**src/rtl/apb_requester_engine_if.sv**
```systemverilog
// Command/response and APB bus bundle for apb_requester_engine.
// The master modport is the requester's view; slave is the view of the surrounding logic.
interface apb_requester_engine_if #(
  parameter int unsigned ADDR_WIDTH = 8,
  parameter int unsigned DATA_WIDTH = 16
);
  logic                  req_valid;
  logic                  req_ready;
  logic                  req_write;
  logic [ADDR_WIDTH-1:0] req_addr;
  logic [DATA_WIDTH-1:0] req_wdata;
  logic                  resp_valid;
  logic [DATA_WIDTH-1:0] resp_rdata;
  logic                  resp_err;
  logic                  resp_timeout;
  logic                  apb_psel;
  logic                  apb_penable;
  logic                  apb_pwrite;
  logic [ADDR_WIDTH-1:0] apb_paddr;
  logic [DATA_WIDTH-1:0] apb_pwdata;
  logic [DATA_WIDTH-1:0] apb_prdata;
  logic                  apb_pready;
  logic                  apb_pslverr;

  modport master (
    input  req_valid, req_write, req_addr, req_wdata,
    input  apb_prdata, apb_pready, apb_pslverr,
    output req_ready, resp_valid, resp_rdata, resp_err, resp_timeout,
    output apb_psel, apb_penable, apb_pwrite, apb_paddr, apb_pwdata
  );

  modport slave (
    output req_valid, req_write, req_addr, req_wdata,
    output apb_prdata, apb_pready, apb_pslverr,
    input  req_ready, resp_valid, resp_rdata, resp_err, resp_timeout,
    input  apb_psel, apb_penable, apb_pwrite, apb_paddr, apb_pwdata
  );
endinterface

```
**src/rtl/apb_requester_engine.sv**
```systemverilog
// Single-outstanding APB requester: one valid/ready command -> one SETUP/ACCESS transfer.
// Define APB_REQUESTER_TIMEOUT_EN to abort ACCESS phases that wait too long for pready.
module apb_requester_engine #(
  parameter int unsigned ADDR_WIDTH     = 8,
  parameter int unsigned DATA_WIDTH     = 16,
  parameter int unsigned TIMEOUT_CYCLES = 255
) (
  input logic                    clk,
  input logic                    rst,
  apb_requester_engine_if.master bus
);

  if (DATA_WIDTH != 16) begin : g_bad_data_width
    $error("apb_requester_engine: only DATA_WIDTH = 16 is supported");
  end
  if (TIMEOUT_CYCLES < 1) begin : g_bad_timeout
    $error("apb_requester_engine: TIMEOUT_CYCLES must be >= 1");
  end

  typedef enum logic [1:0] {StIdle, StSetup, StAccess} state_e;

  state_e                state_q;
  logic                  psel_q;
  logic                  penable_q;
  logic                  pwrite_q;
  logic [ADDR_WIDTH-1:0] paddr_q;
  logic [DATA_WIDTH-1:0] pwdata_q;
  logic                  resp_valid_q;
  logic [DATA_WIDTH-1:0] resp_rdata_q;
  logic                  resp_err_q;
  logic                  resp_timeout_q;
  logic                  timeout_hit;

`ifdef APB_REQUESTER_TIMEOUT_EN
  localparam int unsigned     CntW    = $clog2(TIMEOUT_CYCLES + 1);
  localparam logic [CntW-1:0] CntLast = CntW'(TIMEOUT_CYCLES - 1);

  logic [CntW-1:0] cnt_q;

  // Counts ACCESS cycles that ended without pready; the last allowed one aborts.
  always_ff @(posedge clk) begin
    if (rst || state_q == StSetup) begin
      cnt_q <= '0;
    end else if (state_q == StAccess && !bus.apb_pready) begin
      cnt_q <= cnt_q + CntW'(1);
    end
  end

  assign timeout_hit = (state_q == StAccess) && !bus.apb_pready && (cnt_q == CntLast);
`else
  assign timeout_hit = 1'b0;
`endif

  always_ff @(posedge clk) begin
    if (rst) begin
      state_q        <= StIdle;
      psel_q         <= 1'b0;
      penable_q      <= 1'b0;
      pwrite_q       <= 1'b0;
      paddr_q        <= '0;
      pwdata_q       <= '0;
      resp_valid_q   <= 1'b0;
      resp_rdata_q   <= '0;
      resp_err_q     <= 1'b0;
      resp_timeout_q <= 1'b0;
    end else begin
      resp_valid_q   <= 1'b0;
      resp_rdata_q   <= '0;
      resp_err_q     <= 1'b0;
      resp_timeout_q <= 1'b0;
      unique case (state_q)
        StIdle: begin
          if (bus.req_valid) begin
            paddr_q  <= bus.req_addr;
            pwrite_q <= bus.req_write;
            pwdata_q <= bus.req_wdata;
            psel_q   <= 1'b1;
            state_q  <= StSetup;
          end
        end
        StSetup: begin
          penable_q <= 1'b1;
          state_q   <= StAccess;
        end
        StAccess: begin
          if (bus.apb_pready || timeout_hit) begin
            psel_q       <= 1'b0;
            penable_q    <= 1'b0;
            resp_valid_q <= 1'b1;
            state_q      <= StIdle;
            // A completion in the limit cycle wins over the timeout.
            if (bus.apb_pready) begin
              resp_err_q   <= bus.apb_pslverr;
              resp_rdata_q <= (!pwrite_q && !bus.apb_pslverr) ? bus.apb_prdata : '0;
            end else begin
              resp_err_q     <= 1'b1;
              resp_timeout_q <= 1'b1;
            end
          end
        end
        default: state_q <= StIdle;
      endcase
    end
  end

  assign bus.req_ready    = (state_q == StIdle);
  assign bus.apb_psel     = psel_q;
  assign bus.apb_penable  = penable_q;
  assign bus.apb_pwrite   = pwrite_q;
  assign bus.apb_paddr    = paddr_q;
  assign bus.apb_pwdata   = pwdata_q;
  assign bus.resp_valid   = resp_valid_q;
  assign bus.resp_rdata   = resp_rdata_q;
  assign bus.resp_err     = resp_err_q;
  assign bus.resp_timeout = resp_timeout_q;

endmodule

```
**src/flat_wrapper.sv**
```systemverilog
// flat-port wrapper written by rule: the top's interface ports become plain ports
module apb_requester_engine_flat 
#(
  parameter int unsigned ADDR_WIDTH     = 8,
  parameter int unsigned DATA_WIDTH     = 16,
  parameter int unsigned TIMEOUT_CYCLES = 255
)
  (clk, rst, bus_req_valid, bus_req_write, bus_req_addr, bus_req_wdata, bus_apb_prdata, bus_apb_pready, bus_apb_pslverr, bus_req_ready, bus_resp_valid, bus_resp_rdata, bus_resp_err, bus_resp_timeout, bus_apb_psel, bus_apb_penable, bus_apb_pwrite, bus_apb_paddr, bus_apb_pwdata);
  apb_requester_engine_if #(.ADDR_WIDTH(ADDR_WIDTH), .DATA_WIDTH(DATA_WIDTH)) bus_i ();
  input logic clk;
  input logic rst;
  input wire logic [$bits(bus_i.req_valid)-1:0] bus_req_valid;
  input wire logic [$bits(bus_i.req_write)-1:0] bus_req_write;
  input wire logic [$bits(bus_i.req_addr)-1:0] bus_req_addr;
  input wire logic [$bits(bus_i.req_wdata)-1:0] bus_req_wdata;
  input wire logic [$bits(bus_i.apb_prdata)-1:0] bus_apb_prdata;
  input wire logic [$bits(bus_i.apb_pready)-1:0] bus_apb_pready;
  input wire logic [$bits(bus_i.apb_pslverr)-1:0] bus_apb_pslverr;
  output wire logic [$bits(bus_i.req_ready)-1:0] bus_req_ready;
  output wire logic [$bits(bus_i.resp_valid)-1:0] bus_resp_valid;
  output wire logic [$bits(bus_i.resp_rdata)-1:0] bus_resp_rdata;
  output wire logic [$bits(bus_i.resp_err)-1:0] bus_resp_err;
  output wire logic [$bits(bus_i.resp_timeout)-1:0] bus_resp_timeout;
  output wire logic [$bits(bus_i.apb_psel)-1:0] bus_apb_psel;
  output wire logic [$bits(bus_i.apb_penable)-1:0] bus_apb_penable;
  output wire logic [$bits(bus_i.apb_pwrite)-1:0] bus_apb_pwrite;
  output wire logic [$bits(bus_i.apb_paddr)-1:0] bus_apb_paddr;
  output wire logic [$bits(bus_i.apb_pwdata)-1:0] bus_apb_pwdata;
  assign bus_i.req_valid = bus_req_valid;
  assign bus_i.req_write = bus_req_write;
  assign bus_i.req_addr = bus_req_addr;
  assign bus_i.req_wdata = bus_req_wdata;
  assign bus_i.apb_prdata = bus_apb_prdata;
  assign bus_i.apb_pready = bus_apb_pready;
  assign bus_i.apb_pslverr = bus_apb_pslverr;
  assign bus_req_ready = bus_i.req_ready;
  assign bus_resp_valid = bus_i.resp_valid;
  assign bus_resp_rdata = bus_i.resp_rdata;
  assign bus_resp_err = bus_i.resp_err;
  assign bus_resp_timeout = bus_i.resp_timeout;
  assign bus_apb_psel = bus_i.apb_psel;
  assign bus_apb_penable = bus_i.apb_penable;
  assign bus_apb_pwrite = bus_i.apb_pwrite;
  assign bus_apb_paddr = bus_i.apb_paddr;
  assign bus_apb_pwdata = bus_i.apb_pwdata;
  apb_requester_engine #(.ADDR_WIDTH(ADDR_WIDTH), .DATA_WIDTH(DATA_WIDTH), .TIMEOUT_CYCLES(TIMEOUT_CYCLES)) u_core (.clk(clk), .rst(rst), .bus(bus_i));
endmodule
```
**config.mk**
```make
export PLATFORM = sky130hd
export DESIGN_NAME = apb_requester_engine_flat
export DESIGN_NICKNAME = d
export VERILOG_FILES = /design/src/rtl/apb_requester_engine_if.sv /design/src/rtl/apb_requester_engine.sv /design/src/flat_wrapper.sv
export SDC_FILE = /design/constraint.sdc
export NUM_CORES = 1
export LEC_CHECK = 0
export CAP_MARGIN = 20
export CORE_MARGIN = 2
export CORE_UTILIZATION = 40
export DETAILED_ROUTE_END_ITERATION = 7
export PLACE_DENSITY_LB_ADDON = 0.05
export REMOVE_ABC_BUFFERS = 1
export SYNTH_ARGS = -nofsm -noshare
export SYNTH_HDL_FRONTEND = slang
export SYNTH_SLANG_ARGS = --single-unit
```
**constraint.sdc**
```tcl
create_clock -name clk -period 3.2 [get_ports clk]
set_input_delay 0.64 -clock clk [delete_from_list [all_inputs] [get_ports clk]]
set_output_delay 0.64 -clock clk [all_outputs]
set_load 0.02 [all_outputs]
```
Word-level counts from Yosys, hierarchy flattened
Index checks and enable logic that the tools add are counted.
- bits of input ports: 46
- output and inout bits: 47
- word-level logic and storage cells: 37
- flip-flop bits (word level): 47
- equality and inequality tests: 4
- mux-type cells: 8
- reduce and logical (&&, ||, !) cells: 13
- bitwise logic cells: 3
- operators by type and width (cell ; number):
    $pmux W2 S3 ; 1
    $reduce_and A2 Y1 ; 3
    $mux W2 ; 2
    $ne A2 B2 Y1 const B ; 2
    $pmux W1 S2 ; 2
    $reduce_bool A2 Y1 ; 2
    $reduce_or A4 Y1 ; 1
    $mux W1 ; 3
    $not A1 Y1 ; 3
    $reduce_and A3 Y1 ; 1
    $reduce_or A3 Y1 ; 1
    $eq A2 B1 Y1 const B ; 1
    $eq A2 B2 Y1 const B ; 1
    $logic_not A1 Y1 ; 2
    $logic_not A2 Y1 ; 1
    $reduce_or A2 Y1 ; 1
    $logic_and A1 B1 Y1 ; 1

Longest topological paths before layout
- word-level depth: 4
- mapped depth: 5
- gate-level depth less buffers: 3

Worst setup path after synthesis
Ideal clock, no wire load.
- path type: input to register
- start point: input rst
- end point: register u_core.resp_rdata_q[1] (netlist: u_core.bus.resp_rdata[1])
- slack: 1.687 ns
- arrival time: 1.456 ns
- path buffers: 1
- cell stages on the path: 4
- required time: 3.143 ns
- library setup time: 0.057 ns
- path through: and4bb_4 nor3b_4 buf_6 and2_2
- word-level cells in the longest chain between the ends: 1
- ends and longest elaborated chain (item ; RTL line ; text):
    start, declared ; flat_wrapper.sv:11 ; input logic rst;
    $reduce_or A4 Y1 (no line) ; -- ;
    end signal, assigned ; apb_requester_engine.sv:94 ; resp_rdata_q <= (!pwrite_q && !bus.apb_pslverr) ? bus.apb_prdata : '0;
    end, declared ; apb_requester_engine.sv:29 ; logic [DATA_WIDTH-1:0] resp_rdata_q;
No other way between the ends.
A chain may end at the register's enable or synchronous reset.

Worst setup path after layout
- start point: register u_core.state_q[1]
- end point: output bus_req_ready
- word-level cells in the longest chain between the ends: 1
- ends and longest elaborated chain (item ; RTL line ; text):
    start, declared ; apb_requester_engine.sv:22 ; state_e state_q;
    start signal, assigned ; apb_requester_engine.sv:56 ; state_q <= StIdle;
    start signal, assigned ; apb_requester_engine.sv:78 ; state_q <= StSetup;
    start signal, assigned ; apb_requester_engine.sv:83 ; state_q <= StAccess;
    $logic_not A2 Y1 ; apb_requester_engine.sv:106 ; assign bus.req_ready = (state_q == StIdle);
    end, declared ; flat_wrapper.sv:19 ; output wire logic [$bits(bus_i.req_ready)-1:0] bus_req_ready;
No other way between the ends.

==> results.md <==
Status:
- The run finished with clean final reports.

Hold path:
- The path with the worst hold slack has its endpoint at u_core.bus.apb_penable.
- The startpoint identified for the worst hold timing path is u_core.bus.apb_penable.
- The depth of the worst hold-timing path is 2.
- The tightest min-delay check is of the reg2reg type.

Clock tree:
- The maximum clock path buffer count is 2.
- The H-tree generated during clock tree synthesis spans 2 levels.
- Post-CTS timing repair inserted 0 buffers for setup.
- The root cell of the clock tree is sky130_fd_sc_hd__clkbuf_8.
- The number of cells upsized or downsized after cts is 0.
- The number of buffers created by CTS is 5.
- Clock-pin slew was measured on the worst setup and hold paths at around 0.08 ns.
- After clock tree synthesis, the flow added hold-fix buffers numbering 0.
- TritonCTS built the clock tree.
- For the worst-skew pair, the clock arrives at the later sink with an insertion delay of around 0.29 ns.
- Counting every sink on the clock net gives 47.

Power and ir drop:
- The analysis attributes to cell leakage a power of ~1.1 nW.
- The maximum VDD drop is about 0.00042 V.
- The areal power density over the cells is around 500 nW/µm².

Yosys:
- The number of synthesized register bits is 47.
- By area, the combinational part of the netlist is dominated by simple AND/OR/NAND/NOR gates.
- sky130_fd_sc_hd__dfxtp_1 takes more of the synthesized area than any other cell.
- The post-synthesis instance area is 1590 µm².
- Of the total synthesized cell area, the portion taken by AND, OR, NAND and NOR gates is 0.190.
- Of the post-synthesis cell area, the dominant cell type holds 0.593.
- The proportion of synthesized area in mux cells is 0.164.
- The register area share after synthesis is 0.593.
- The count of mapped cells out of synthesis is approximately 140.
- The compound-gate portion of the synthesized area is 0.0126.
- The number of different library cells used by synthesis comes to 18.
- A synthesized cell averages 11.4 µm².
- The adder-cell share of the synthesized area is 0.
- The xor/xnor share of the synthesized area is 0.
- Ranked by total cell area, the synthesized netlist is headed by sky130_fd_sc_hd__dfxtp_1 59%, sky130_fd_sc_hd__mux2i_1 16%, sky130_fd_sc_hd__nor2_1 6.9%.
- During synthesis, Yosys emitted a total of 0 warnings.

Worst setup path:
- The required arrival time at the worst endpoint is around 2.6 ns.
- In this design, the largest share of critical-path delay is due to buffers and inverters.
- The maximum single-stage delay on the critical path is approximately 0.6 ns.
- The number of cells on the worst reg-to-reg path is 3.
- The highest fanout seen on the critical path is 6.
- The type of the setup path with the least slack is reg2out.
- The setup slack of the most critical reg-to-reg path is between 1.5 and 2 ns.
- Traced cell by cell, the critical path runs through nor2_1, clkdlybuf4s50_1.
- At the worst endpoint, the arrival time is around 1.4 ns.
- The endpoint class of the critical path is an output pin.
- The largest individual stage delay along the critical path comes from the cell sky130_fd_sc_hd__clkdlybuf4s50_1.
- In this run the critical register-to-register path is captured at u_core.bus.resp_rdata[11].
- Counting both buffers and inverters, the worst setup path holds a total of 1.
- The worst setup path is launched from a flop.
- The reg-to-reg critical path startpoint is u_core.state_q[1].

Flow run:
- Max-cap violations in this run came to 0.

Floorplan:
- The core footprint is between 3000 and 4000 µm².
- 93 I/O pins were placed.
- The starting utilization of the core area is 0.424.
- Measured along the x axis, the die boundary spans between 60 and 70 µm.
- The number of cell rows is 22.
- The die height is between 60 and 70 µm.
- The total die area is 4490 µm².

Placement:
- During placement, the flow inserted port buffers numbering 91.
- The HPWL after detailed placement is about 2.7 mm.
- The standard cell area after detailed placement is between 2000 and 3000 µm².
- The congestion estimate from routability-driven global placement came to around 0.67.
- The worst setup slack after placement is ~1 ns.

Global routing:
- The first global-routing pass estimated between 5 and 6 mm of wire.
- Entering global routing, the biggest net connects 30 pins.
- Summed over all layers, the global routing overflow is 0.
- The overall global routing resource usage is 0.162.
- The via count of the first global-routing pass is ~1200.
- The number of antenna violations at the first check in global routing is 0.

Detailed routing:
- The first TritonRoute pass finished after 4 iterations.
- After detailed routing, the number of vias per cell comes to roughly 4.5.
- The initial DRC count is 30.
- The routed layout has 1252 vias.
- Dividing the detail-routed wire length by the instance count gives between 10 and 15 µm.
- For this run, design rule violations remaining after detail routing come to 0.
- The residual antenna-violating net count after detailed routing is 0.
- The final wirelength is 3.42 mm.

STA:
- Setup slack on the critical path of the routed design comes to 1.17 ns.
- Between clock sinks in the finished design, the worst skew comes to 0.00349 ns.
- The fraction of the cycle the final worst path needs is 0.635.
- Setup violations remaining at the end of the flow were counted as 0.
- The minimum period implied by the final worst setup slack is ~2 ns.
- The number of hold violations in the final report is 0.
- The number of pins with negative max-slew slack in the final report came to 0.
- Setup repair after global routing left no endpoint under its margin.
- Derived from the worst setup path, the maximum achievable clock frequency is roughly 500 MHz.

Final layout:
- For this run, the post-layout net count is about 280.
- Relative to the synthesized area, the layout overhead comes to 67.5%.
- The finished cells cover around 2700 µm².
- The area of combinational cells with multiple inputs is just under 600 µm².
- The fraction of layout cells with a size suffix above 1 is 0.116.
- The final antenna diode count is 0.
- The layout has approximately 290 filler cells.
- The post-route core utilization is 0.710.
- Across the whole layout, storage elements account for between 900 and 1000 µm².
## per-layer routing
metal | GRT usage | part of all wire | vias to the layer above
li1 | - | - | 629
met2 | 0.291 | 0.52 | 54
met5 | 0 | 0 | -
met4 | 0.0383 | 0.0073 | 0
met1 | 0.175 | 0.38 | 566
met3 | 0.0693 | 0.095 | 3
## final cells by class
cell class	instances	share of cell area
clock buffers	6	0.0273
clock inverters	2	0.0226
multi-input cells	84	0.222
flip-flops and latches	47	0.354
well taps	48	0.0226
repair buffers	94	0.351
## cells in the final DEF, fill, tap and decap left out, drive strengths merged
cell type	instances
a211oi	1
mux2i	26
nand2b	1
and4bb	1
nor2	29
and2	17
bufinv	2
nor2b	2
buf	3
conb	1
dfxtp	47
clkdlybuf4s50	91
a21oi	1
nor3b	2
clkbuf	6
nand2	2
o21bai	1
## synthesized netlist by cell type (all sizes together)
master / count
a211oi: 1
a21oi: 1
and2: 17
and4bb: 1
buf: 5
clkbuf: 3
conb: 1
dfxtp: 47
mux2i: 26
nand2: 2
nand2b: 1
nor2: 29
nor2b: 2
nor3b: 2
o21bai: 1
## worst max-delay path by stage
stage | from | cells after the start | to
4_1_cts | u_core.state_q[1] | 2 | bus_req_ready
6_report | u_core.state_q[1] | 2 | bus_req_ready
5_1_grt | u_core.state_q[1] | 2 | bus_req_ready
3_5_place_dp | rst | 4 | u_core.bus.resp_rdata[11]
3_3_place_gp | rst | 4 | u_core.bus.resp_rdata[5]
2_1_floorplan | bus_req_valid | 3 | u_core.bus.apb_paddr[0]
## cells by family after synthesis
family          after synthesis
simple gates                 54
mux                          26
other cells                   1
compound gates                3
buf+inv                       8
flops                        47
## where the power goes
group | leakage, nW | internal, mW | total, mW | switching, mW
Sequential | 0.384 | 0.611 | 0.627 | 0.0160
Clock | 0.0654 | 0.312 | 0.495 | 0.183
Combinational | 0.615 | 0.125 | 0.213 | 0.0877
Total | 1.06 | 1.05 | 1.34 | 0.287
## registers in the layout, indices dropped and copies added (netlist names)
register                count
u_core.bus.apb_penable      1
u_core.bus.resp_rdata      16
u_core.state_q              2
u_core.bus.resp_valid       1
u_core.bus.apb_psel         1
u_core.bus.apb_paddr        8
u_core.bus.apb_pwdata      16
u_core.bus.resp_err         1
u_core.bus.apb_pwrite       1
## stage by stage
step / std cells / hold WS [ns] / power, mW / setup TNS [ns]
3_3_place_gp: 273 / 0.456 / 0.849 / 0
3_5_place_dp: 273 / 0.480 / 0.856 / 0
4_1_cts: 281 / 0.492 / 1.35 / 0
6_report: 281 / 0.487 / 1.34 / 0
5_1_grt: 281 / 0.507 / 1.39 / 0
2_1_floorplan: 131 / 0.513 / 0.733 / -15.50
## worst reg2reg max path, stage by stage (launching register included)
cell and delay (ns):
sky130_fd_sc_hd__dfxtp_1 0.45, sky130_fd_sc_hd__and4bb_4 0.27, sky130_fd_sc_hd__nor3b_4 0.42, sky130_fd_sc_hd__and2_2 0.22
(Power assumes the default switching activity.)
